--- src/rtl/sc_et_pkg.sv ---
// Shared types and helpers for the early-termination SNG controller.
// Helpers work on MAXW-bit vectors; callers cast down to their width.
package sc_et_pkg;

  localparam int MAXW = 32;

  typedef enum logic [1:0] {
    IDLE,
    RUN,
    DONE
  } state_e;

  localparam logic [MAXW-1:0] ONE = MAXW'(1);

  // Reverse the low w bits of v (van der Corput order of a counter).
  function automatic logic [MAXW-1:0] bit_rev(
    input logic [MAXW-1:0] v,
    input int              w
  );
    logic [MAXW-1:0] r;
    r = '0;
    for (int i = 0; i < MAXW; i++) begin
      if (i < w) begin
        r = r | (((v >> (w - 1 - i)) & ONE) << i);
      end
    end
    return r;
  endfunction

  // Bits [w-1:prec] set: those counter bits are bypassed.
  function automatic logic [MAXW-1:0] prec_mask(
    input int prec,
    input int w
  );
    logic [MAXW-1:0] m;
    m = '0;
    for (int i = 0; i < MAXW; i++) begin
      if (i >= prec && i < w) begin
        m = m | (ONE << i);
      end
    end
    return m;
  endfunction

endpackage

--- src/rtl/sc_cmp_sng.sv ---
// Comparator SNG core: one stream bit from x against the
// bit-reversed counter value.
module sc_cmp_sng
  import sc_et_pkg::*;
#(
  parameter int WIDTH = 8
) (
  input  logic [WIDTH-1:0] x,
  input  logic [WIDTH-1:0] cnt,
  output logic             b
);

  logic [WIDTH-1:0] rev;

  assign rev = WIDTH'(bit_rev(MAXW'(cnt), WIDTH));
  assign b   = (x > rev);

endmodule

--- src/rtl/et_sng_ctrl.sv ---
// Early-termination SNG controller: runs 2^prec stream bits
// through an external bypass counter and returns the scaled ones count.
module et_sng_ctrl
  import sc_et_pkg::*;
#(
  parameter int WIDTH = 8,
  parameter int PW    = $clog2(WIDTH + 1)
) (
  input  logic             clk,
  input  logic             rst_n,
  input  logic             in_valid,
  output logic             in_ready,
  input  logic [WIDTH-1:0] in_x,
  input  logic [PW-1:0]    in_prec,
  input  logic             abort,
  output logic [WIDTH-1:0] bp,
  input  logic [WIDTH-1:0] cnt,
  input  logic             ovf,
  output logic             sbit,
  output logic             sbit_valid,
  output logic             out_valid,
  input  logic             out_ready,
  output logic [WIDTH:0]   out_result,
  output logic             busy
);

  state_e           state_q, state_d;
  logic [WIDTH-1:0] x_q, x_d;
  logic [PW-1:0]    prec_q, prec_d;
  logic [WIDTH:0]   ones_q, ones_d;
  logic             sbit_q, sbit_d;
  logic             sv_q, sv_d;
  logic             b;
  logic [PW-1:0]    prec_clamped;
  logic [PW-1:0]    shamt;

  sc_cmp_sng #(
    .WIDTH(WIDTH)
  ) u_cmp (
    .x  (x_q),
    .cnt(cnt),
    .b  (b)
  );

  always_comb begin
    prec_clamped = in_prec;
    if (in_prec == '0) begin
      prec_clamped = PW'(1);
    end else if (in_prec > PW'(WIDTH)) begin
      prec_clamped = PW'(WIDTH);
    end
  end

  always_comb begin
    state_d = state_q;
    x_d     = x_q;
    prec_d  = prec_q;
    ones_d  = ones_q;
    sbit_d  = sbit_q;
    sv_d    = 1'b0;
    unique case (state_q)
      IDLE: begin
        if (in_valid) begin
          x_d     = in_x;
          prec_d  = prec_clamped;
          ones_d  = '0;
          state_d = RUN;
        end
      end
      RUN: begin
        // abort wins over a coincident final bit
        if (abort) begin
          ones_d  = '0;
          state_d = IDLE;
        end else begin
          ones_d = ones_q + {{WIDTH{1'b0}}, b};
          sbit_d = b;
          sv_d   = 1'b1;
          if (ovf) begin
            state_d = DONE;
          end
        end
      end
      DONE: begin
        if (out_ready) begin
          state_d = IDLE;
        end
      end
      default: state_d = IDLE;
    endcase
  end

  always_ff @(posedge clk or negedge rst_n) begin
    if (!rst_n) begin
      state_q <= IDLE;
      x_q     <= '0;
      prec_q  <= PW'(1);
      ones_q  <= '0;
      sbit_q  <= 1'b0;
      sv_q    <= 1'b0;
    end else begin
      state_q <= state_d;
      x_q     <= x_d;
      prec_q  <= prec_d;
      ones_q  <= ones_d;
      sbit_q  <= sbit_d;
      sv_q    <= sv_d;
    end
  end

  // Outside RUN the counter is held at zero.
  assign bp = (state_q == RUN)
            ? WIDTH'(prec_mask(int'(prec_q), WIDTH))
            : '1;

  assign shamt      = PW'(WIDTH) - prec_q;
  assign out_result = ones_q << shamt;
  assign out_valid  = (state_q == DONE);
  assign in_ready   = (state_q == IDLE);
  assign busy       = (state_q != IDLE);
  assign sbit       = sbit_q;
  assign sbit_valid = sv_q;

endmodule

--- config.mk ---
export PLATFORM = sky130hd
export DESIGN_NAME = et_sng_ctrl
export DESIGN_NICKNAME = d
export VERILOG_FILES = /design/src/rtl/sc_et_pkg.sv /design/src/rtl/sc_cmp_sng.sv /design/src/rtl/et_sng_ctrl.sv
export SDC_FILE = /design/constraint.sdc
export NUM_CORES = 1
export LEC_CHECK = 0
export ABC_AREA = 1
export BUFFER_PORTS_ARGS = -buffer_cell sky130_fd_sc_hd__clkbuf_2
export CORE_MARGIN = 5
export CORE_UTILIZATION = 37
export CTS_CLUSTER_SIZE = 20
export DETAILED_ROUTE_END_ITERATION = 10
export GPL_TIMING_DRIVEN = 0
export MAX_ROUTING_LAYER = met4
export PLACE_DENSITY = 0.64
export SLEW_MARGIN = 25
export SYNTH_ARGS = -nofsm -noshare
export SYNTH_HDL_FRONTEND = slang
export SYNTH_SLANG_ARGS = --single-unit
--- constraint.sdc ---
create_clock -name clk -period 2.6 [get_ports clk]
set_clock_uncertainty 0.05 [all_clocks]
set_input_delay 0.52 -clock clk [delete_from_list [all_inputs] [get_ports clk]]
set_output_delay 0.52 -clock clk [all_outputs]
set_load 0.005 [all_outputs]
* Word-level counts from Yosys, hierarchy flattened
Index checks and enable logic that the tools add are counted.
** Operators by class
- Add/sub/neg operators :: 2
- Magnitude comparators :: 10
- Eq/ne operators :: 5
- Shift operators :: 1
- Mux-type cells :: 21
- Bitwise logic cells :: 8
- Reductions and logical operators :: 8
** Operators with widths (number)
- $mux W9 :: 2
- $pmux W9 S2 :: 1
- $ge A3 B4 Y1 const A :: 4
- $mux W8 :: 2
- $mux W4 :: 3
- $mux W2 :: 5
- $add A9 B1 Y9 :: 1
- $shl A9 B4 Y9 :: 1
- $ge A1 B4 Y1 const A :: 2
- $ge A2 B4 Y1 const A :: 2
- $gt A8 B8 Y1 :: 1
- $or A8 B6 Y8 :: 1
- $or A8 B7 Y8 :: 1
- $or A8 B8 Y8 :: 1
- $mux W7 :: 1
- $mux W6 :: 1
- $pmux W2 S3 :: 1
- $reduce_and A2 Y1 :: 3
- $mux W5 :: 1
- $or A4 B5 Y5 :: 1
- $gt A4 B4 Y1 const B :: 1
- $logic_not A4 Y1 :: 1
- $or A3 B4 Y4 :: 1
- $reduce_bool A2 Y1 :: 2
- 13 further kinds :: 15
** Word-level totals
- Register bits after elaboration :: 25
- Input bits :: 26
- Output and inout port bits :: 22

* Logic depth before layout (Yosys ltp)
Gate-level depths: netlist of the first run.
- Depth in word-level cells :: 11
- Depth in mapped cells :: 18
- Depth with buffers taken out :: 18

* Modules after synthesis
Synthesis of the first run repeated with hierarchy kept, for this count alone.
** Second synthesis, totals
- Cell total of the unflattened synthesis :: 267
- Area total of the unflattened synthesis :: 1845.5 um^2
** By module, submodules not included
- et_sng_ctrl :: times used 1, cells an instance 231, area an instance 1627.8 um^2
- sc_cmp_sng :: times used 1, cells an instance 36, area an instance 217.7 um^2

* Worst setup path before layout of the first run
No wires, ideal clock.
- Path type :: input to register
- Start point :: in cnt[0]
- End point :: reg ones_q[6]
- Data arrival time :: 2.079 ns
- Required time :: 2.433 ns
- Path slack :: 0.355 ns
- Stages on the path :: 15
- Buffers on the path :: 0
- Cell sequence :: inv_1 -> ha_1 -> nand2_1 -> nor2_1 -> nand2_1 -> a21boi_0 -> ha_1 -> ha_1 -> nand3_1 -> inv_1 -> nand2_4 -> nor2_2 -> nand2_1 -> nand2_1 -> nor2_1
** On the way
- Cells in the longest elaborated chain, start to end :: 5
** Ends and longest elaborated chain
- start, declared :: line et_sng_ctrl.sv:17 : input logic [WIDTH-1:0] cnt,
- $or A8 B8 Y8 :: line sc_et_pkg.sv:24 : r = r | (((v >> (w - 1 - i)) & ONE) << i);
- $gt A8 B8 Y1 :: line sc_cmp_sng.sv:16 : assign b = (x > rev);
- named net b :: line et_sng_ctrl.sv:33 : logic b;
- $add A9 B1 Y9 :: line et_sng_ctrl.sv:76 : ones_d = ones_q + {{WIDTH{1'b0}}, b};
- $mux W9 :: line et_sng_ctrl.sv:72 : if (abort) begin
- $pmux W9 S2 :: line et_sng_ctrl.sv:61 : unique case (state_q)
- end signal, assigned :: line et_sng_ctrl.sv:105 : ones_q <= ones_d;
- end, declared :: line et_sng_ctrl.sv:30 : logic [WIDTH:0] ones_q, ones_d;
The timed path passes the listed nets, and every way through them passes these cells.
A chain may end at the register's enable or synchronous reset.

* Final worst setup path of the first run
- Start point :: reg prec_q[0]
- End point :: out out_result[8]
** On the way
- Cells in the longest elaborated chain, start to end :: 2
** Ends and longest elaborated chain
- start, declared :: line et_sng_ctrl.sv:29 : logic [PW-1:0] prec_q, prec_d;
- start signal, assigned :: line et_sng_ctrl.sv:104 : prec_q <= prec_d;
- $sub A4 B4 Y4 :: line et_sng_ctrl.sv:116 : assign shamt = PW'(WIDTH) - prec_q;
- $shl A9 B4 Y9 :: line et_sng_ctrl.sv:117 : assign out_result = ones_q << shamt;
- end, declared :: line et_sng_ctrl.sv:23 : output logic [WIDTH:0] out_result,
Every way passes these cells.

==> impl_metrics.py, run 1 <==
metrics = {
    "timing": {
        "tightest_slew_ns": 0.626,
        "min_period_ns": 2.49,
        "drv_slew": 0,
        "hold_viol": 0,
        "max_freq_ghz": 0.401,
        "setup_viol": 0,
        "fin_ws_ns": 0.109,
        "fin_crit_sh_pct": 95.8,
        "slew_headroom_pct": 58.2,
    },
    "logic_synthesis": {
        "seq_area_frac_synth_pct": 33.5,
        "synth-async-reset-ratio_pct": 100,
        "yosysWarnings": 0,
        "synth_area_um2": 1870,
        "synth_cells": 264,
        "synth_top_area_share_pct": 32.1,
        "ys_ff_latch": 25,
        "synth_edf_count": 0,
        "synthDistinctLibCells": 33,
        "synth_top_cell_by_area": "dfrtp_1",
        "syn_nets": 303,
        "synthFlopType": "dfrtp_1",
        "avgSynthCellArea_um2": 7.09,
        "synth_area_leaders": "dfrtp_1 32%, nand2_1 15%, ha_1 8.7%, inv_1 8.0%, nand3_1 5.3%",
    },
    "power_and_ir_drop": {
        "total_power_mw": 2.19,
        "clock_power_share_pct": 11.4,
        "p_int_mw": 1.18,
        "ir_drop_mv": 0.343,
        "p_switching_mw": 1.02,
        "pwr-share-comb_pct": 61.4,
        "power.share.sequential_pct": 27.2,
        "p_per_area_nw_per_um2": 943,
        "switching_share_pct": 46.4,
        "cellLeakagePower_nw": 1.29,
    },
    "setup_path": {
        "startpoint_type": "flop",
        "rr_worst_depth": 14,
        "regToRegStartpoint": "x_q[7]",
        "arrival_ns": 1.92,
        "cp.required_ns": 2.03,
        "critical_path_class": "reg2out",
        "cp_max_fo": 8,
        "reg2reg_to": "ones_q[6]",
        "end_kind": "primary output",
        "r2r_setup_slack_ns": 0.22,
    },
    "global_route": {
        "grt_max_degree": 26,
        "antenna_found_initial": 0,
        "overflow": 0,
        "grt_pass1_vias": 1613,
        "grt_pass1_wl_mm": 7.16,
        "track_usage_pct": 14.1,
    },
    "outcome": {
        "status": "completed",
    },
    "clocking": {
        "clk_path_buf_depth": 2,
        "clock_sinks": 25,
        "htree_levels": 1,
        "cts_root_buffer": "clkbuf_8",
        "insertion_delay_ns": 0.28,
        "cts_buffers": 3,
        "postCtsHoldBufs": 0,
        "cts.reportedPaths.clkPinSlew_ns": 0.10,
        "tritoncts": "yes",
    },
    "routing": {
        "drtIter0Drc": 53,
        "routed_wl_mm": 4.28,
        "drtPass1Iterations": 4,
        "drtAntennaViolNets": 0,
        "viasPerCell": 4.55,
        "vias": 1762,
        "highest_layer": "met4",
        "wl_met3_um": 166,
        "met1_length_mm": 2.09,
        "drc_errors": 0,
        "wl_per_cell_um": 11.1,
        "wl_met2_mm": 1.96,
    },
    "layout": {
        "drive_gt1_share_pct": 27.2,
        "diodes": 0,
        "layout.nets": 360,
        "syn2layout_area_growth_pct": 24.2,
        "fin_area_um2": 2320,
    },
    "placed_design": {
        "gp_congestion": 0.893,
        "dp_hpwl_mm": 3.41,
        "place_area_um2": 2190,
        "place_ws_ns": -0.00927,
        "numPortBuffers": 47,
    },
    "die": {
        "initial_utilization_pct": 38.9,
        "die_h_um": 81.1,
        "io_pins": 48,
        "rows": 25,
        "die_x_um": 81.1,
        "die-area_um2": 6580,
        "core_area_um2": 4820,
    },
    "worst_hold_path": {
        "hold_class": "in2async",
    },
    "flow_run": {
        "max_cap_violations": 0,
    },
}
sequential cells by signal, summed over array words and instances, names as in the netlist:
| name | count |
|---|---|
| ones_q | 9 |
| prec_q | 4 |
| x_q | 8 |
| state_q | 2 |
| sbit | 1 |
| sbit_valid | 1 |
area by class of cell:
| cell class | instances | area, µm² |
|---|---|---|
| fill | 522 | 2490 |
| multi-input combinational | 189 | 1070 |
| sequential | 25 | 627 |
| timing repair buffer | 52 | 273 |
| inverter | 46 | 190 |
| tap | 67 | 83.8 |
| clock buffer | 3 | 41.3 |
| buffer | 4 | 32.5 |
| clock inverter | 1 | 8.76 |
per-stage QoR:
stage,hold WS [ns],util (%),setup TNS [ns],cells
5_1_grt,0.256,48.3,-0.00578,387
3_3_place_gp,0.416,45.5,0,378
2_1_floorplan,0.174,-,0,264
3_5_place_dp,0.421,45.5,-0.0138,378
4_1_cts,0.225,46.9,0,382
6_report,0.187,48.3,0,387
worst max path at each step:
stage | from | to | slack, ns | cells past startpoint
after global routing | prec_q[0] | out_result[8] | -0.005 | 10
final | prec_q[0] | out_result[8] | 0.11 | 10
after global placement | cnt[0] | ones_q[6] | 0.006 | 16
after CTS | prec_q[0] | out_result[8] | 0.05 | 10
after detailed placement | cnt[0] | ones_q[8] | -0.009 | 14
after floorplan | cnt[0] | ones_q[6] | 0.35 | 15
kinds of logic (layout without fill, tap and decap cells):
group,Yosys count,in the layout,share of synthesized area (%)
simple gates,137,137,34.0
buf+inv,50,106,10.9
compound gates,37,37,11.6
flops,25,25,33.5
fa+ha+maj,13,13,8.69
xor+xnor,2,2,1.34
timing repair:
action	CTS	global route
endpoints found under the setup margin	8	8
pin swaps	0	4
gates resized for setup	6	9
buffers inserted	0	5
worst max-delay path: stages (launching register included):
cell	delay, ns
dfstp_2	0.59
clkinv_4	0.09
ha_4	0.24
buf_6	0.14
buf_4	0.13
nand3_1	0.07
nand3_1	0.07
nand2_1	0.09
nand2_1	0.05
o21ai_1	0.06
buf_2	0.12
cell usage after synthesis, types with 2 or more instances:
library cell / instances
a21oi_1: 11
inv_4: 2
inv_2: 3
nand3_1: 20
o21ai_2: 2
nor2_1: 23
inv_1: 40
nand2_8: 2
nand2_1: 77
o211ai_1: 2
a21oi_2: 2
nor2_2: 4
o22ai_1: 4
buf_2: 3
dfrtp_1: 24
o21ai_0: 12
nand4_1: 5
ha_1: 13
placed cells by master, fill, tap and decap left out, types with 2 or more instances in the layout:
cell      synthesis  routed
o211ai_1          2       2
nand2_8           2       2
o21ai_1           1       3
o21ai_0          12      10
ha_1             13      12
nand3_1          20      19
nand3_2           1       2
nand4_1           5       5
dfrtp_1          24      24
buf_6             1       2
nand2_1          77      77
xor2_2            1       2
inv_1            40      40
a21oi_2           2       2
inv_2             3       2
nor2_1           23      22
clkbuf_2          0      46
o22ai_1           4       4
inv_4             2       2
o21ai_2           2       2
clkbuf_8          0       3
buf_4             0       5
nor2_2            4       5
a21oi_1          11      11
buf_2             3       3
per-layer routing:
layer / vias up / global-route usage (%)
li1: 953 / -
met1: 774 / 18.7
met2: 30 / 22.2
met3: 5 / 1.88
met4: 0 / 4.56
met5: - / -
power by group through the flow:
stage | logic (mW) | registers [mW] | clock network (mW)
after global routing | 1.54 | 0.617 | 0.271
after CTS | 1.26 | 0.596 | 0.256
after detailed placement | 1.22 | 0.602 | 0
after global placement | 1.21 | 0.599 | 0
after floorplan | 0.877 | 0.581 | 0
final | 1.35 | 0.597 | 0.250
(Power assumes the default switching activity.)
==> inputs of run 2 (changes only) <==
--- a/config.mk
+++ b/config.mk
@@ -12,7 +12,6 @@
 export CTS_CLUSTER_SIZE = 20
 export DETAILED_ROUTE_END_ITERATION = 10
 export GPL_TIMING_DRIVEN = 0
-export MAX_ROUTING_LAYER = met4
 export PLACE_DENSITY = 0.64
 export SLEW_MARGIN = 25
 export SYNTH_ARGS = -nofsm -noshare
==> run 2 against run 1 <==
Routed wire length shrank 0.33%. Global-route usage shrank 0.42 points. Register-to-register slack is essentially flat. First-iteration DRC count shrank 34%. Power shrank 0.40%. Non-clock buffer count shrank 1. Largest cell class unchanged.
==> impl_metrics.py, run 2 (same netlist as run 1, synthesis figures left out) <==
metrics = {
    "global_route": {
        "grt_pass1_vias": 1616,
        "track_usage_pct": 13.7,
        "grt.busiest_layer": "met2",
        "met1_usage_pct": 18.5,
        "grt_pass1_wl_mm": 7.14,
        "overflow": 0,
        "grt_use_met2_pct": 22.2,
        "globalRouteMet3Util_pct": 2.11,
        "antenna_found_initial": 0,
        "grt_max_degree": 26,
    },
    "power_and_ir_drop": {
        "switching_share_pct": 46.4,
        "total_power_mw": 2.18,
        "clock_power_share_pct": 11.4,
        "p_per_area_nw_per_um2": 942,
        "p_switching_mw": 1.01,
        "cellLeakagePower_nw": 1.28,
        "pwr-share-comb_pct": 61.2,
        "ir_drop_mv": 0.343,
        "p_int_mw": 1.17,
        "power.share.sequential_pct": 27.4,
    },
    "timing": {
        "finalSetupTns_ns": 0,
        "slew_headroom_pct": 57.8,
        "drv_slew": 0,
        "min_period_ns": 2.48,
        "hold_viol": 0,
        "fin_crit_sh_pct": 95.4,
        "tightest_slew_ns": 0.634,
        "setup_viol": 0,
        "max_freq_ghz": 0.403,
    },
    "setup_path": {
        "critical_path_class": "reg2out",
        "crit_cells": 10,
        "cp.required_ns": 2.03,
        "critPathBufInv": 4,
        "cp_max_fo": 8,
        "arrival_ns": 1.91,
        "crit_chain": "clkinv_4, ha_4, buf_6, buf_4, nand3_1, nand3_1, nand2_1, nand2_1, o21ai_1, buf_2",
        "critPathSlowestCell": "dfstp_2",
        "rr_worst_depth": 14,
        "end_kind": "primary output",
        "startpoint_type": "flop",
        "slowest_delay_ns": 0.58,
        "critical-path-top-delay-family": "flip-flops",
    },
    "routing": {
        "vias": 1760,
        "routed_wl_mm": 4.27,
        "drtAntennaViolNets": 0,
        "wl_per_cell_um": 11.1,
        "drtIter0Drc": 35,
        "drc_errors": 0,
        "drtPass1Iterations": 4,
        "viasPerCell": 4.56,
    },
    "layout": {
        "regMostFlops": "ones_q",
        "final_common_cell": "nand2_1",
        "syn2layout_area_growth_pct": 23.8,
        "fin_util_pct": 48.1,
        "final_cell_mix": "77 x nand2_1, 46 x clkbuf_2, 40 x inv_1",
        "n_fill_cell": 522,
        "layout.nets": 359,
        "largestRegisters": "ones_q (9), x_q (8), prec_q (4)",
        "fin_area_um2": 2320,
        "instances_no_fill": 386,
        "diodes": 0,
        "drive_gt1_share_pct": 27.0,
        "largest_reg_flops": 9,
    },
    "die": {
        "die_x_um": 81.1,
        "io_pins": 48,
        "rows": 25,
        "core_area_um2": 4820,
        "die_h_um": 81.1,
        "initial_utilization_pct": 38.9,
        "die-area_um2": 6580,
    },
    "clocking": {
        "cts.reportedPaths.clkPinSlew_ns": 0.10,
        "clk_path_buf_depth": 2,
        "tritoncts": "yes",
        "postCtsHoldBufs": 0,
        "cts_root_buffer": "clkbuf_8",
        "cts_buffers": 3,
        "htree_levels": 1,
        "insertion_delay_ns": 0.28,
        "clock_sinks": 25,
    },
    "outcome": {
        "status": "completed",
    },
    "placed_design": {
        "place_area_um2": 2190,
        "place_inst": 378,
        "gp_congestion": 0.879,
        "numPortBuffers": 47,
        "dp_hpwl_mm": 3.41,
    },
    "flow_run": {
        "max_cap_violations": 0,
    },
    "worst_hold_path": {
        "hold_class": "in2async",
    },
}
## run 2: changes by cell type in the layout (fill, tap and decap cells not counted), sizes merged
cell  previous run  this run
buf             10         9
## run 2: worst register-to-register path, delay by kind of cell (launching register included)
family	cells	cell delay, ns
AO/OA/AOI/OAI	1	0.19
AND/OR/NAND/NOR	9	0.77
flip-flops	1	0.40
buffers and inverters	1	0.12
adder cells (fa/ha/maj)	3	0.76
## run 2: timing repair
action / 4_1_cts / 5_1_grt
endpoints found under the setup margin: 8 / 8
setup buffers: 0 / 4
resized for setup: 6 / 9
gates cloned: 0 / 0
pin swaps: 0 / 5
## run 2: per-layer routing
metal	vias to the layer above	wire length (µm)
li1	951	-
met1	770	2090
met2	34	1940
met3	5	188
met4	0	57
met5	-	0
## run 2: final cells by class
| class | count | area (µm²) | share of cell area, % |
|---|---|---|---|
| Multi-Input combinational cell | 189 | 1070 | 46.1 |
| Sequential cell | 25 | 627 | 27.1 |
| Timing Repair Buffer | 51 | 265 | 11.4 |
| Inverter | 46 | 190 | 8.21 |
| Tap cell | 67 | 83.8 | 3.62 |
| Clock buffer | 3 | 41.3 | 1.78 |
| Buffer | 4 | 32.5 | 1.40 |
| Clock inverter | 1 | 8.76 | 0.378 |
## run 2: power by group through the flow
stage / sequential (mW) / combinational [mW] / clock (mW)
2_1_floorplan: 0.581 / 0.877 / 0
3_3_place_gp: 0.599 / 1.21 / 0
3_5_place_dp: 0.602 / 1.22 / 0
4_1_cts: 0.596 / 1.26 / 0.256
5_1_grt: 0.617 / 1.53 / 0.271
6_report: 0.597 / 1.34 / 0.250
## run 2: worst paths after layout
check                           slack, ns            end  startpoint
max in group asynchronous            1.89      ones_q[7]       rst_n
min in group clk                     0.38         x_q[1]     in_x[1]
worst max-delay path                 0.12  out_result[8]   prec_q[0]
worst min register to register       0.44         x_q[1]      x_q[1]
worst min-delay path                 0.19         x_q[3]       rst_n
worst max register to register       0.23      ones_q[6]      x_q[7]
## run 2: stage by stage
stage	hold WS, ns	worst slack [ns]
floorplan	0.174	0.355
global placement	0.416	0.00563
detailed placement	0.421	-0.00927
CTS	0.225	0.0463
global route	0.256	-0.00113
finish	0.191	0.120
==> inputs of run 3 (changes only) <==
--- a/config.mk
+++ b/config.mk
@@ -5,14 +5,14 @@
 export SDC_FILE = /design/constraint.sdc
 export NUM_CORES = 1
 export LEC_CHECK = 0
-export ABC_AREA = 1
 export BUFFER_PORTS_ARGS = -buffer_cell sky130_fd_sc_hd__clkbuf_2
 export CORE_MARGIN = 5
 export CORE_UTILIZATION = 37
 export CTS_CLUSTER_SIZE = 20
 export DETAILED_ROUTE_END_ITERATION = 10
 export GPL_TIMING_DRIVEN = 0
-export PLACE_DENSITY = 0.64
+export HOLD_SLACK_MARGIN = 0.15
+export PLACE_DENSITY = 0.65
 export SLEW_MARGIN = 25
 export SYNTH_ARGS = -nofsm -noshare
 export SYNTH_HDL_FRONTEND = slang
==> run 3 against run 2 <==
The run now ends with setup timing left. Clock power down 6%. Fmax shrank 6.4%. Hold slack hardly changed. Synthesized cell count decreased by 30%. Sequential cell count unchanged. Non-clock buffer count up 5. Routed wire length is 9.8% lower. Critical path type unchanged. Register-to-register slack worse by 0.07 ns. Combinational power decreased by 51%. Final area decreased by 5.5%.
==> impl_metrics.py, run 3 <==
metrics = {
    "logic_synthesis": {
        "ys_ff_latch": 25,
        "synthAdderAreaFrac_pct": 9.31,
        "synth_top_area_share_pct": 34.4,
        "synthTopCellsByCount": "24 x dfrtp_1, 22 x o21ai_0, 17 x nand2_1",
        "synth_area_leaders": "dfrtp_1 34%, ha_1 9.3%, mux2_2 6.4%, mux4_2 6.4%, o21ai_0 6.3%",
        "synth_top_cell_by_area": "dfrtp_1",
        "synth_cells": 185,
        "synth_compound_area_share_pct": 15.5,
        "synth_edf_count": 0,
        "yosysMostFrequentCell": "dfrtp_1",
        "synthFlopType": "dfrtp_1",
        "syn_nets": 224,
        "synth_area_um2": 1750,
        "synth_top_family_by_area": "simple AND/OR/NAND/NOR gates",
        "synthXorXnorAreaFrac_pct": 2.58,
        "seq_area_frac_synth_pct": 35.9,
        "muxShareOfSynthArea_pct": 15.2,
        "synthDistinctLibCells": 35,
        "avgSynthCellArea_um2": 9.44,
        "yosysWarnings": 0,
        "synth-simple-area-share_pct": 16.4,
        "synth-async-reset-ratio_pct": 100,
    },
    "placed_design": {
        "gp_congestion": 0.747,
        "dp_hpwl_mm": 2.89,
        "place_area_um2": 2050,
        "numPortBuffers": 47,
    },
    "global_route": {
        "grt.busiest_layer": "met2",
        "met1_usage_pct": 16.5,
        "globalRouteMet3Util_pct": 2.27,
        "grt_pass1_vias": 1591,
        "grt_pass1_wl_mm": 6.82,
        "overflow": 0,
        "grt_max_degree": 26,
        "antenna_found_initial": 0,
        "track_usage_pct": 13.3,
        "grt_use_met2_pct": 24.2,
    },
    "layout": {
        "largestRegisters": "ones_q (9), x_q (8), prec_q (4)",
        "final_common_cell": "clkbuf_2",
        "syn2layout_area_growth_pct": 25.4,
        "regMostFlops": "ones_q",
        "fin_area_um2": 2190,
        "diodes": 0,
        "drive_gt1_share_pct": 35.0,
        "final_cell_mix": "45 x clkbuf_2, 24 x dfrtp_1, 21 x o21ai_0",
        "fin_util_pct": 47.0,
        "largest_reg_flops": 9,
        "layout.nets": 283,
    },
    "setup_path": {
        "critPathBufInv": 4,
        "critPathSlowestCell": "dfstp_2",
        "cp.required_ns": 2.03,
        "crit_chain": "buf_6, inv_4, ha_4, clkbuf_4, mux2i_1, o22ai_1, nand2_1, a21oi_1, clkbuf_2",
        "r2r_setup_slack_ns": 0.16,
        "critical_path_class": "reg2out",
        "regToRegStartpoint": "x_q[1]",
        "arrival_ns": 2.08,
        "slowest_delay_ns": 0.55,
        "end_kind": "primary output",
        "crit_cells": 9,
        "reg2reg_to": "ones_q[8]",
        "rr_worst_depth": 11,
        "cp_max_fo": 10,
        "critical-path-top-delay-family": "flip-flops",
        "startpoint_type": "flop",
    },
    "die": {
        "io_pins": 48,
        "rows": 25,
        "die_x_um": 78.7,
        "initial_utilization_pct": 37.5,
        "core_area_um2": 4660,
        "die_h_um": 78.7,
        "die-area_um2": 6190,
    },
    "clocking": {
        "clk_path_buf_depth": 2,
        "cts_root_buffer": "clkbuf_8",
        "insertion_delay_ns": 0.27,
        "cts_buffers": 3,
        "tritoncts": "yes",
        "cts.reportedPaths.clkPinSlew_ns": 0.09,
        "htree_levels": 1,
        "clock_sinks": 25,
    },
    "timing": {
        "drv_slew": 0,
        "setup_viol": 4,
        "max_freq_ghz": 0.377,
        "rsz0062_at_grt": "true",
        "fin_ws_ns": -0.0505,
        "tightest_slew_ns": 0.632,
        "holdWs_ns": 0.192,
        "min_period_ns": 2.65,
        "hold_viol": 0,
        "slew_headroom_pct": 57.8,
        "fin_crit_sh_pct": 102,
    },
    "power_and_ir_drop": {
        "cellLeakagePower_nw": 1.07,
        "ir_drop_mv": 0.275,
        "total_power_mw": 1.42,
        "p_per_area_nw_per_um2": 647,
    },
    "routing": {
        "drtPass1Iterations": 4,
        "wl_per_cell_um": 13.0,
        "drtAntennaViolNets": 0,
        "viasPerCell": 5.08,
        "drtIter0Drc": 44,
        "routed_wl_mm": 3.85,
        "drc_errors": 0,
        "vias": 1510,
    },
    "outcome": {
        "violations": "setup timing",
        "status": "finished, violations left",
    },
    "worst_hold_path": {
        "hold_class": "in2async",
    },
    "flow_run": {
        "max_cap_violations": 0,
    },
}
==> run 3: power breakdown <==
part           total [mW]  switching, mW  internal [mW]  leakage (nW)
sequential          0.520         0.0610          0.459         0.319
combinational       0.662          0.331          0.331         0.729
clock               0.234          0.126          0.109        0.0217
==> run 3: final cells by class <==
| class | instances | area, µm² |
|---|---|---|
| inverters | 16 | 62.6 |
| repair buffers | 54 | 288 |
| plain buffers | 6 | 37.5 |
| fillers | 457 | 2470 |
| multi-input cells | 138 | 1060 |
| clock buffers | 3 | 41.3 |
| flip-flops and latches | 25 | 627 |
| well taps | 54 | 67.6 |
| clock inverters | 1 | 7.51 |
==> run 3: worst max-delay path by stage <==
stage	slack, ns	from	endpoint
after floorplan	0.09	prec_q[0]	out_result[8]
final	-0.05	prec_q[0]	out_result[6]
after CTS	-0.07	prec_q[0]	out_result[8]
after global placement	-0.17	prec_q[0]	out_result[8]
after detailed placement	-0.17	prec_q[0]	out_result[8]
after global routing	-0.14	prec_q[0]	out_result[4]
==> run 3: metal layers <==
layer | part of all wire [%] | vias up
met5 | 0 | -
met2 | 49 | 38
met4 | 0.34 | 0
met3 | 5.8 | 2
met1 | 45 | 691
li1 | - | 779
==> run 3: cell families (layout without fill, tap and decap cells) <==
logic type,Yosys count,in the layout
AO/OA/AOI/OAI,46,46
XOR/XNOR,3,3
adder cells (fa/ha/maj),13,13
buffers and inverters,22,80
flip-flops,25,25
multiplexers,19,19
AND/OR/NAND/NOR,57,57
==> run 3: repair_timing <==
item                                    CTS  global route
gates resized for setup                   7             5
endpoints found under the setup margin    9             8
pin swaps                                 1             2
setup buffers                             5             2
hold endpoints to repair                  0             0
hold buffers                              0             0
==> run 3: stage by stage <==
stage | instances | TNS, ns | setup slack [ns]
after floorplan | 185 | 0 | 0.0858
after global placement | 286 | -0.910 | -0.171
after detailed placement | 286 | -0.963 | -0.172
after CTS | 295 | -0.191 | -0.0689
after global routing | 297 | -0.607 | -0.140
final | 297 | -0.147 | -0.0505
